`src/rtl/bram_arbiter_pkg.sv`:
```
// rtl/bram_arbiter_pkg.sv - shared widths, client index type and round-robin helper for bram_arbiter
package bram_arb_pkg;

    localparam int BRAM_ABITS  = 11;
    localparam int BRAM_DBITS  = 8;
    localparam int MAX_CLIENTS = 4;

    typedef logic [$clog2(MAX_CLIENTS)-1:0] client_idx_t;

    // Successor of idx in a ring of n clients; a ring of one always returns 0.
    function automatic client_idx_t rr_next(input client_idx_t idx, input int n);
        return (int'(idx) >= n - 1) ? '0 : idx + client_idx_t'(1);
    endfunction

endpackage

```
`src/rtl/bram_arbiter_if.sv`:
```
// rtl/bram_arbiter_if.sv - client command/response bundle between requesters and bram_arbiter
interface bram_arbiter_if
    import bram_arb_pkg::*;
#(
    parameter int NCLIENTS = 2,
    parameter int ABITS    = BRAM_ABITS,
    parameter int DBITS    = BRAM_DBITS
);
    logic [NCLIENTS-1:0]       cmd_valid;
    logic [NCLIENTS-1:0]       cmd_we;
    logic [NCLIENTS*ABITS-1:0] cmd_addr;
    logic [NCLIENTS*DBITS-1:0] cmd_wdata;
    logic [NCLIENTS-1:0]       cmd_ready;
    logic [NCLIENTS-1:0]       rsp_valid;
    logic [DBITS-1:0]          rsp_data;

    modport master (
        output cmd_valid, cmd_we, cmd_addr, cmd_wdata,
        input  cmd_ready, rsp_valid, rsp_data
    );

    modport slave (
        input  cmd_valid, cmd_we, cmd_addr, cmd_wdata,
        output cmd_ready, rsp_valid, rsp_data
    );
endinterface

```
`src/rtl/bram_arbiter_rr_arbiter.sv`:
```
// rtl/bram_arbiter_rr_arbiter.sv - combinational round-robin grant from a pointer, one instance per BRAM port
module rr_arbiter
    import bram_arb_pkg::*;
#(
    parameter int N = 2
) (
    input  logic [N-1:0] req,
    input  client_idx_t  ptr,
    output logic [N-1:0] gnt,
    output logic         any,
    output client_idx_t  winner,
    output client_idx_t  ptr_next
);

    // First pass scans ptr..N-1, second pass wraps around to 0..ptr-1.
    always_comb begin
        gnt    = '0;
        any    = 1'b0;
        winner = '0;
        for (int j = 0; j < N; j++) begin
            if (!any && req[j] && (j >= int'(ptr))) begin
                any    = 1'b1;
                winner = client_idx_t'(j);
                gnt[j] = 1'b1;
            end
        end
        for (int j = 0; j < N; j++) begin
            if (!any && req[j]) begin
                any    = 1'b1;
                winner = client_idx_t'(j);
                gnt[j] = 1'b1;
            end
        end
        ptr_next = any ? rr_next(winner, N) : ptr;
    end

endmodule

```
`src/rtl/bram_arbiter.sv`:
```
// rtl/bram_arbiter.sv - round-robin sharing of a simple dual-port BRAM; BRAM_ARB_RAW_BYPASS_EN forwards same-cycle write data to reads
module bram_arbiter
    import bram_arb_pkg::*;
#(
    parameter int NCLIENTS = 2,
    parameter int ABITS    = BRAM_ABITS,
    parameter int DBITS    = BRAM_DBITS
) (
    input  logic             clk,
    input  logic             rst_n,
    bram_arbiter_if.slave    cli,
    output logic             bram_wren,
    output logic [ABITS-1:0] bram_wraddress,
    output logic [DBITS-1:0] bram_data_in,
    output logic             bram_oen,
    output logic [ABITS-1:0] bram_rdaddress,
    input  logic [DBITS-1:0] bram_data_out
);

    logic [NCLIENTS-1:0] wr_req, rd_req, wr_gnt, rd_gnt;
    logic                wr_any, rd_any;
    client_idx_t         wptr, rptr, wptr_nxt, rptr_nxt, wr_win, rd_win;
    logic [NCLIENTS-1:0] rsp_valid_q;

    // Grants are suppressed while reset is held so nothing reaches the BRAM.
    assign wr_req = cli.cmd_valid &  cli.cmd_we & {NCLIENTS{rst_n}};
    assign rd_req = cli.cmd_valid & ~cli.cmd_we & {NCLIENTS{rst_n}};

    rr_arbiter #(.N(NCLIENTS)) u_wr_arb (
        .req      (wr_req),
        .ptr      (wptr),
        .gnt      (wr_gnt),
        .any      (wr_any),
        .winner   (wr_win),
        .ptr_next (wptr_nxt)
    );

    rr_arbiter #(.N(NCLIENTS)) u_rd_arb (
        .req      (rd_req),
        .ptr      (rptr),
        .gnt      (rd_gnt),
        .any      (rd_any),
        .winner   (rd_win),
        .ptr_next (rptr_nxt)
    );

    assign cli.cmd_ready  = wr_gnt | rd_gnt;
    assign bram_wren      = wr_any;
    assign bram_oen       = rd_any;
    assign bram_wraddress = cli.cmd_addr[int'(wr_win)*ABITS +: ABITS];
    assign bram_data_in   = cli.cmd_wdata[int'(wr_win)*DBITS +: DBITS];
    assign bram_rdaddress = cli.cmd_addr[int'(rd_win)*ABITS +: ABITS];

    always_ff @(posedge clk or negedge rst_n) begin
        if (!rst_n) begin
            wptr        <= '0;
            rptr        <= '0;
            rsp_valid_q <= '0;
        end else begin
            wptr        <= wptr_nxt;
            rptr        <= rptr_nxt;
            rsp_valid_q <= rd_gnt;
        end
    end

    assign cli.rsp_valid = rsp_valid_q;

`ifdef BRAM_ARB_RAW_BYPASS_EN
    logic             byp_hit;
    logic [DBITS-1:0] byp_data;

    // The BRAM reads before it writes, so a same-address collision must be forwarded here.
    always_ff @(posedge clk or negedge rst_n) begin
        if (!rst_n) begin
            byp_hit  <= 1'b0;
            byp_data <= '0;
        end else begin
            byp_hit  <= wr_any && rd_any && (bram_wraddress == bram_rdaddress);
            byp_data <= bram_data_in;
        end
    end

    assign cli.rsp_data = byp_hit ? byp_data : bram_data_out;
`else
    assign cli.rsp_data = bram_data_out;
`endif

endmodule

```
`src/flat_wrapper.sv`:
```
// flat-port wrapper written by rule: the top's interface ports become plain ports
module bram_arbiter_flat import bram_arb_pkg::*;
#(
    parameter int NCLIENTS = 2,
    parameter int ABITS    = BRAM_ABITS,
    parameter int DBITS    = BRAM_DBITS
)
  (clk, rst_n, bram_wren, bram_wraddress, bram_data_in, bram_oen, bram_rdaddress, bram_data_out, cli_cmd_valid, cli_cmd_we, cli_cmd_addr, cli_cmd_wdata, cli_cmd_ready, cli_rsp_valid, cli_rsp_data);
  bram_arbiter_if #(.NCLIENTS(NCLIENTS), .ABITS(ABITS), .DBITS(DBITS)) cli_i ();
  input  logic clk;
  input  logic rst_n;
  output logic bram_wren;
  output logic [ABITS-1:0] bram_wraddress;
  output logic [DBITS-1:0] bram_data_in;
  output logic bram_oen;
  output logic [ABITS-1:0] bram_rdaddress;
  input  logic [DBITS-1:0] bram_data_out;
  input wire logic [$bits(cli_i.cmd_valid)-1:0] cli_cmd_valid;
  input wire logic [$bits(cli_i.cmd_we)-1:0] cli_cmd_we;
  input wire logic [$bits(cli_i.cmd_addr)-1:0] cli_cmd_addr;
  input wire logic [$bits(cli_i.cmd_wdata)-1:0] cli_cmd_wdata;
  output wire logic [$bits(cli_i.cmd_ready)-1:0] cli_cmd_ready;
  output wire logic [$bits(cli_i.rsp_valid)-1:0] cli_rsp_valid;
  output wire logic [$bits(cli_i.rsp_data)-1:0] cli_rsp_data;
  assign cli_i.cmd_valid = cli_cmd_valid;
  assign cli_i.cmd_we = cli_cmd_we;
  assign cli_i.cmd_addr = cli_cmd_addr;
  assign cli_i.cmd_wdata = cli_cmd_wdata;
  assign cli_cmd_ready = cli_i.cmd_ready;
  assign cli_rsp_valid = cli_i.rsp_valid;
  assign cli_rsp_data = cli_i.rsp_data;
  bram_arbiter #(.NCLIENTS(NCLIENTS), .ABITS(ABITS), .DBITS(DBITS)) u_core (.clk(clk), .rst_n(rst_n), .cli(cli_i), .bram_wren(bram_wren), .bram_wraddress(bram_wraddress), .bram_data_in(bram_data_in), .bram_oen(bram_oen), .bram_rdaddress(bram_rdaddress), .bram_data_out(bram_data_out));
endmodule
```
`config.mk`:
```
export PLATFORM = sky130hd
export DESIGN_NAME = bram_arbiter_flat
export DESIGN_NICKNAME = d
export VERILOG_FILES = /design/src/rtl/bram_arbiter_pkg.sv /design/src/rtl/bram_arbiter_if.sv /design/src/rtl/bram_arbiter_rr_arbiter.sv /design/src/rtl/bram_arbiter.sv /design/src/flat_wrapper.sv
export SDC_FILE = /design/constraint.sdc
export NUM_CORES = 1
export LEC_CHECK = 0
export ABC_AREA = 1
export CORE_MARGIN = 2
export CORE_UTILIZATION = 25
export CTS_CLUSTER_SIZE = 20
export DETAILED_ROUTE_END_ITERATION = 16
export PLACE_DENSITY = 0.9
export SYNTH_ARGS = -nofsm -noshare
export SYNTH_HDL_FRONTEND = slang
export SYNTH_SLANG_ARGS = --single-unit
```
`constraint.sdc`:
```
create_clock -name clk -period 1.4 [get_ports clk]
set_input_delay 0.28 -clock clk [delete_from_list [all_inputs] [get_ports clk]]
set_output_delay 0.28 -clock clk [all_outputs]
set_load 0.02 [all_outputs]
```
# [Yosys cells after proc, flatten, opt, wreduce, memory -nomap -nowiden]
# Cells that the tools add are included.
[totals] regBits=6 output_inout_bits=44 wordCells=60
[op_classes] add_sub_neg=2 n_mul=2 order_cmp=6 shifts=3 n_mux=22 bitwise_logic=6 reduce_logical=16
[ops] op="indexed part select 22 x 32 -> 11 bit" n=2
[ops] op="2-to-1 mux 1 bit" n=16
[ops] op="indexed part select 16 x 6 -> 8 bit" n=1
[ops] op="multiplier 2 x 4 -> 6 bit, second input constant" n=2
[ops] op="2-to-1 mux 2 bit" n=6
[ops] op="logical AND 1 bit" n=10
[ops] op="AND 2 bit" n=4
[ops] op="greater-or-equal comparator 1 x 2 -> 1 bit, first input constant" n=4
[ops] op="logical NOT 1 bit" n=6
[ops] op="adder 2 x 1 -> 2 bit, second input constant" n=2
[ops] op="greater-or-equal comparator 2 x 1 -> 1 bit, second input constant" n=2
[ops] op="inverter 2 bit" n=1
[ops] op="OR 2 bit" n=1

# [Longest topological paths before layout]
[logic_depth] ltp_word=17 depth_mapped=6 mapped_depth_nobuf=5

# [Hierarchy]
# From an unflattened synthesis, not the netlist that was laid out.
[hier_totals] cells_unflattened=212 area_unflattened_um2=1004.7
[modules_own_cells] mod="bram_arbiter" instances=1 cells_per_inst=174 area_each_um2=847.1
[modules_own_cells] mod="rr_arbiter" instances=2 cells_per_inst=19 area_each_um2=78.8

# [Worst setup path before layout]
# OpenSTA, ideal clock, no wires.
[synth_timing] kind="input -> output" startpoint="input port rst_n" endpoint="output port cli_cmd_ready[0]" arrival_ps=1147 t_required_ps=1120 slack_ps=-27 cell_stages=4 path_buffers=0 cell_sequence="nand2_1 -> o21ai_0 -> nand2_1 -> nand2_1"
[synth_via] elab_chain_len=11 elab_cells_between_ends=21 cone_classes="mux (6); bitwise (3); reduce/logical (12)"
[synth_rtl] element="from (decl)" line="flat_wrapper.sv:11" text="input logic rst_n;"
[synth_rtl] element="AND 2 bit, on equally long branches" line="bram_arbiter.sv:26, bram_arbiter.sv:27"
[synth_rtl] element="logical AND 1 bit" line="bram_arbiter_rr_arbiter.sv:21" text="if (!any && req[j] && (j >= int'(ptr))) begin"
[synth_rtl] element="2-to-1 mux 1 bit" line="bram_arbiter_rr_arbiter.sv:21"
[synth_rtl] element="logical NOT 1 bit" line="bram_arbiter_rr_arbiter.sv:21"
[synth_rtl] element="logical AND 1 bit (2 in series)" line="bram_arbiter_rr_arbiter.sv:21"
[synth_rtl] element="2-to-1 mux 1 bit" line="bram_arbiter_rr_arbiter.sv:21"
[synth_rtl] element="logical NOT 1 bit" line="bram_arbiter_rr_arbiter.sv:28" text="if (!any && req[j]) begin"
[synth_rtl] element="logical AND 1 bit" line="bram_arbiter_rr_arbiter.sv:28"
[synth_rtl] element="2-to-1 mux 1 bit" line="bram_arbiter_rr_arbiter.sv:28"
[synth_rtl] element="OR 2 bit (*)" line="bram_arbiter.sv:47" text="assign cli.cmd_ready = wr_gnt | rd_gnt;"
[synth_rtl] element="to (decl)" line="flat_wrapper.sv:22" text="output wire logic [$bits(cli_i.cmd_ready)-1:0] cli_cmd_ready;"
# Every way passes the cells marked *; elsewhere a longest branch is shown, timed or not.

# [Worst setup path after layout]
[layout_timing] startpoint="register u_core.wptr[0]" endpoint="output port bram_wraddress[4]"
[layout_via] elab_chain_len=15 elab_cells_between_ends=18 cone_classes="mul (1); order compare (2); shift (1); mux (6); reduce/logical (8)"
[layout_rtl] element="from (decl)" line="bram_arbiter.sv:22" text="client_idx_t wptr, rptr, wptr_nxt, rptr_nxt, wr_win, rd_win;"
[layout_rtl] element="from (signal assigned)" line="bram_arbiter.sv:60" text="wptr <= wptr_nxt;"
[layout_rtl] element="greater-or-equal comparator 1 x 2 -> 1 bit" line="bram_arbiter_rr_arbiter.sv:21"
[layout_rtl] element="logical AND 1 bit" line="bram_arbiter_rr_arbiter.sv:21"
[layout_rtl] element="2-to-1 mux 1 bit" line="bram_arbiter_rr_arbiter.sv:21"
[layout_rtl] element="logical NOT 1 bit" line="bram_arbiter_rr_arbiter.sv:21"
[layout_rtl] element="logical AND 1 bit (2 in series)" line="bram_arbiter_rr_arbiter.sv:21"
[layout_rtl] element="2-to-1 mux 1 bit" line="bram_arbiter_rr_arbiter.sv:21"
[layout_rtl] element="logical NOT 1 bit" line="bram_arbiter_rr_arbiter.sv:28"
[layout_rtl] element="logical AND 1 bit" line="bram_arbiter_rr_arbiter.sv:28"
[layout_rtl] element="2-to-1 mux 1 bit" line="bram_arbiter_rr_arbiter.sv:28"
[layout_rtl] element="logical NOT 1 bit" line="bram_arbiter_rr_arbiter.sv:28"
[layout_rtl] element="logical AND 1 bit" line="bram_arbiter_rr_arbiter.sv:28"
[layout_rtl] element="2-to-1 mux 2 bit (*)" line="bram_arbiter_rr_arbiter.sv:28"
[layout_rtl] element="multiplier 2 x 4 -> 6 bit (*)" line="bram_arbiter.sv:50" text="assign bram_wraddress = cli.cmd_addr[int'(wr_win)*ABITS +: ABITS];"
[layout_rtl] element="indexed part select 22 x 32 -> 11 bit (*)" line="bram_arbiter.sv:50"
[layout_rtl] element="to (decl)" line="flat_wrapper.sv:13" text="output logic [ABITS-1:0] bram_wraddress;"
# Marks and branches as above.

==> flow_metrics.env <==
export IMPL_r2r_start="u_core.rptr[0]$_DFFE_PN0P_"
export IMPL_slew_viol_final=0
export IMPL_hold_path_class="input pin to async pin"
export IMPL_avgSynthCellArea_um2=5.29
export IMPL_n_antenna_cell=0
export IMPL_synth_top_family_by_area="simple AND/OR/NAND/NOR gates"
export IMPL_synth_top_area_share_pct=30.1
export IMPL_clk_latency_ps=230
export IMPL_yosysTopAreaCell="nand3_1"
export IMPL_grt_pass1_wl_um=6440
export IMPL_setup_worst_path_start_class="register"
export IMPL_regToRegSetupSlack_ps=330
export IMPL_path_delay_family="buffers and inverters"
export IMPL_clock_path_buffers=2
export IMPL_numCtsBuffers=3
export IMPL_crit_path_cell_trace="inv_2, nand4_1, buf_6, nand2_8, buf_6, nand2_2, nand2_2, buf_6"
export IMPL_tns_ps=-5910
export IMPL_synth_cells=138
export IMPL_reg2regPathDepth=5
export IMPL_rows=19
export IMPL_core_um2=2760
export IMPL_synthesis_area_um2=731
export IMPL_path_class="register to output pin"
export IMPL_firstDrtPassIters=4
export IMPL_crit_start="u_core.wptr[0]$_DFFE_PN0P_"
export IMPL_drive_above_1_share_pct=53.4
export IMPL_violations="negative setup slack"
export IMPL_finalSetupViolCount=32
export IMPL_status="finished with violations"
export IMPL_htreeDepth=1
export IMPL_rsz0062_at_grt="yes"
export IMPL_fin_hold_ws_ps=55.2
export IMPL_grt_antenna_before_repair=0
export IMPL_grt_pass1_vias=1384
export IMPL_worst_clock_skew_ps=1.92
export IMPL_reg2reg_to="u_core.rptr[0]$_DFFE_PN0P_"
export IMPL_cp_max_fo=5
export IMPL_die_area_um2=3370
export IMPL_maxSlewHeadroom_pct=86.0
export IMPL_crit_path_frequent_cell="buf_6"
export IMPL_via_per_inst=5.09
export IMPL_wl_per_cell_um=16.1
export IMPL_worstPathArrival_ps=1360
export IMPL_stdcell_count=267
export IMPL_yosys_mux_area_fraction_pct=0
export IMPL_worst_pin_slew_ps=209
export IMPL_multiInputGateArea_um2=689
export IMPL_power_uw=1040
export IMPL_dp_cells=252
export IMPL_vias=1358
export IMPL_nFillCells=223
export IMPL_regArea_um2=100
export IMPL_powerDensity_nw_per_um2=521
export IMPL_synthXorXnorAreaFrac_pct=0
export IMPL_postRouteAntennaNets=0
export IMPL_cts_root_buf="clkbuf_4"
export IMPL_drv_cap=0
export IMPL_design_area_um2=1990
export IMPL_leakage_uw=0.000991
export IMPL_slowest_stage="dfrtp_1"
export IMPL_die_height_um=58.1
export IMPL_drt_iter0_drc=34
export IMPL_drt_total_wl_um=4290
export IMPL_setup_ws_ps=-237
export IMPL_area_growth_syn_to_layout_pct=172
export IMPL_die_width_um=58.1
export IMPL_synthTopCellsByArea="nand3_1 30%, nand2_1 29%, dfrtp_1 14%"
export IMPL_drc=0
export IMPL_synth_compound_area_share_pct=2.74
export IMPL_synth_warning_count=0
export IMPL_clock_sinks=4
export IMPL_crit_buf_inv=4
export IMPL_seq_area_frac_synth_pct=13.7
export IMPL_hold_violations=0
export IMPL_min_period_ps=1640
export IMPL_synth_adder_area_share_pct=0
export IMPL_peakVddDrop_mv=0.331
export IMPL_slowest_delay_ps=370
export IMPL_overflow=0
export IMPL_gp_congestion=0.783
export IMPL_clkTransAtPathRegs_ps=40
export IMPL_io_pins=96
export IMPL_place_area_um2=1610
export IMPL_synthSimpleGateAreaFrac_pct=64.4
export IMPL_max_freq_mhz=611
export IMPL_syn_num_nets=190
export IMPL_grt_max_degree=21
export IMPL_nets=290
export IMPL_ys_ff_latch=4
export IMPL_ys_types=13
export IMPL_critPathCaptureType="output pin"
export IMPL_cts_tree="built"
export IMPL_cp_required_ps=1120
export IMPL_hpwl_um=2530
export IMPL_start_util_pct=26.5
export IMPL_grt_usage_pct=25.0
export IMPL_period_share_pct=117
export IMPL_io_buffers=79
[worst register-to-register path, stage by stage, from the launching register on]
cell and delay, ps:
dfrtp_1 340, nand4_1 140, buf_6 190, nand2_1 100, buf_4 120, o21ai_0 70
[registers in the layout, summed over array words and instances, names as in the netlist]
register              flops
u_core.rptr               1
u_core.cli.rsp_valid      2
u_core.wptr               1
[placed cells by master, fill, tap and decap left out, types with 2 or more instances in the layout]
cell             synthesis  routed
clkbuf_4                 0       3
dlygate4sd2_1            0       2
nand2_1                 56      22
nand2_4                  0       4
dfrtp_1                  4       4
inv_1                    5       3
nand3_1                 44      35
buf_2                    4       5
clkdlybuf4s50_1          0      38
nand4_1                  2       2
buf_4                   12      18
o21ai_0                  4       3
nand2_2                  2      32
buf_6                    0      48
inv_2                    0       2
nand3_4                  0       2
nand3_2                  0       7
[synthesized netlist by cell type]
master	count
buf_2	4
buf_4	12
clkbuf_1	2
clkinv_1	1
dfrtp_1	4
inv_1	5
nand2_1	56
nand2_2	2
nand3_1	44
nand4_1	2
nor2_1	1
nor2_4	1
o21ai_0	4
[area by class of cell]
type	instances	share of cell area [%]
clock buffer	3	1.13
inverter	6	1.39
multi-input combinational	111	34.7
sequential	4	5.04
tap	31	1.95
timing repair buffer	112	55.8
[report_power, final]
group | internal [µW] | switching, µW | total (µW)
clock | 95.7 | 43.8 | 140
sequential | 131 | 6.51 | 138
combinational | 400 | 359 | 759
[metal layers]
metal / wire (µm) / global-route usage, %
met1: 1490 / 25.4
met2: 2300 / 49.0
met3: 394 / 5.36
met4: 104 / 9.30
met5: 0 / 0
[timing repair]
item / 4_1_cts / 5_1_grt
buffers inserted: 5 / 2
hold buffers: 1 / 0
resized for setup: 276 / 26
pin swaps: 13 / 10
gates cloned: 3 / 1
endpoints found under the hold margin: 2 / 0
endpoints found under the setup margin: 37 / 34
[how the worst max path moves through the flow]
| stage | end | slack (ps) | cells after the start |
|---|---|---|---|
| after floorplan | bram_data_in[3] | 150 | 5 |
| after global placement | bram_data_in[4] | -1040 | 8 |
| after detailed placement | bram_wraddress[6] | -1080 | 8 |
| after CTS | bram_wraddress[4] | -300 | 7 |
| after global routing | bram_data_in[7] | -300 | 8 |
| final | bram_wraddress[4] | -240 | 8 |
[logic make-up after synthesis]
group,Yosys count
buf+inv,24
flops,4
compound gates,4
simple gates,106
[stage by stage]
| stage | setup WS [ps] | util (%) |
|---|---|---|
| after floorplan | 152 | - |
| after global placement | -1040 | 58.3 |
| after detailed placement | -1080 | 58.3 |
| after CTS | -301 | 68.8 |
| after global routing | -296 | 72.1 |
| final | -237 | 72.1 |
(Power assumes the default switching activity.)
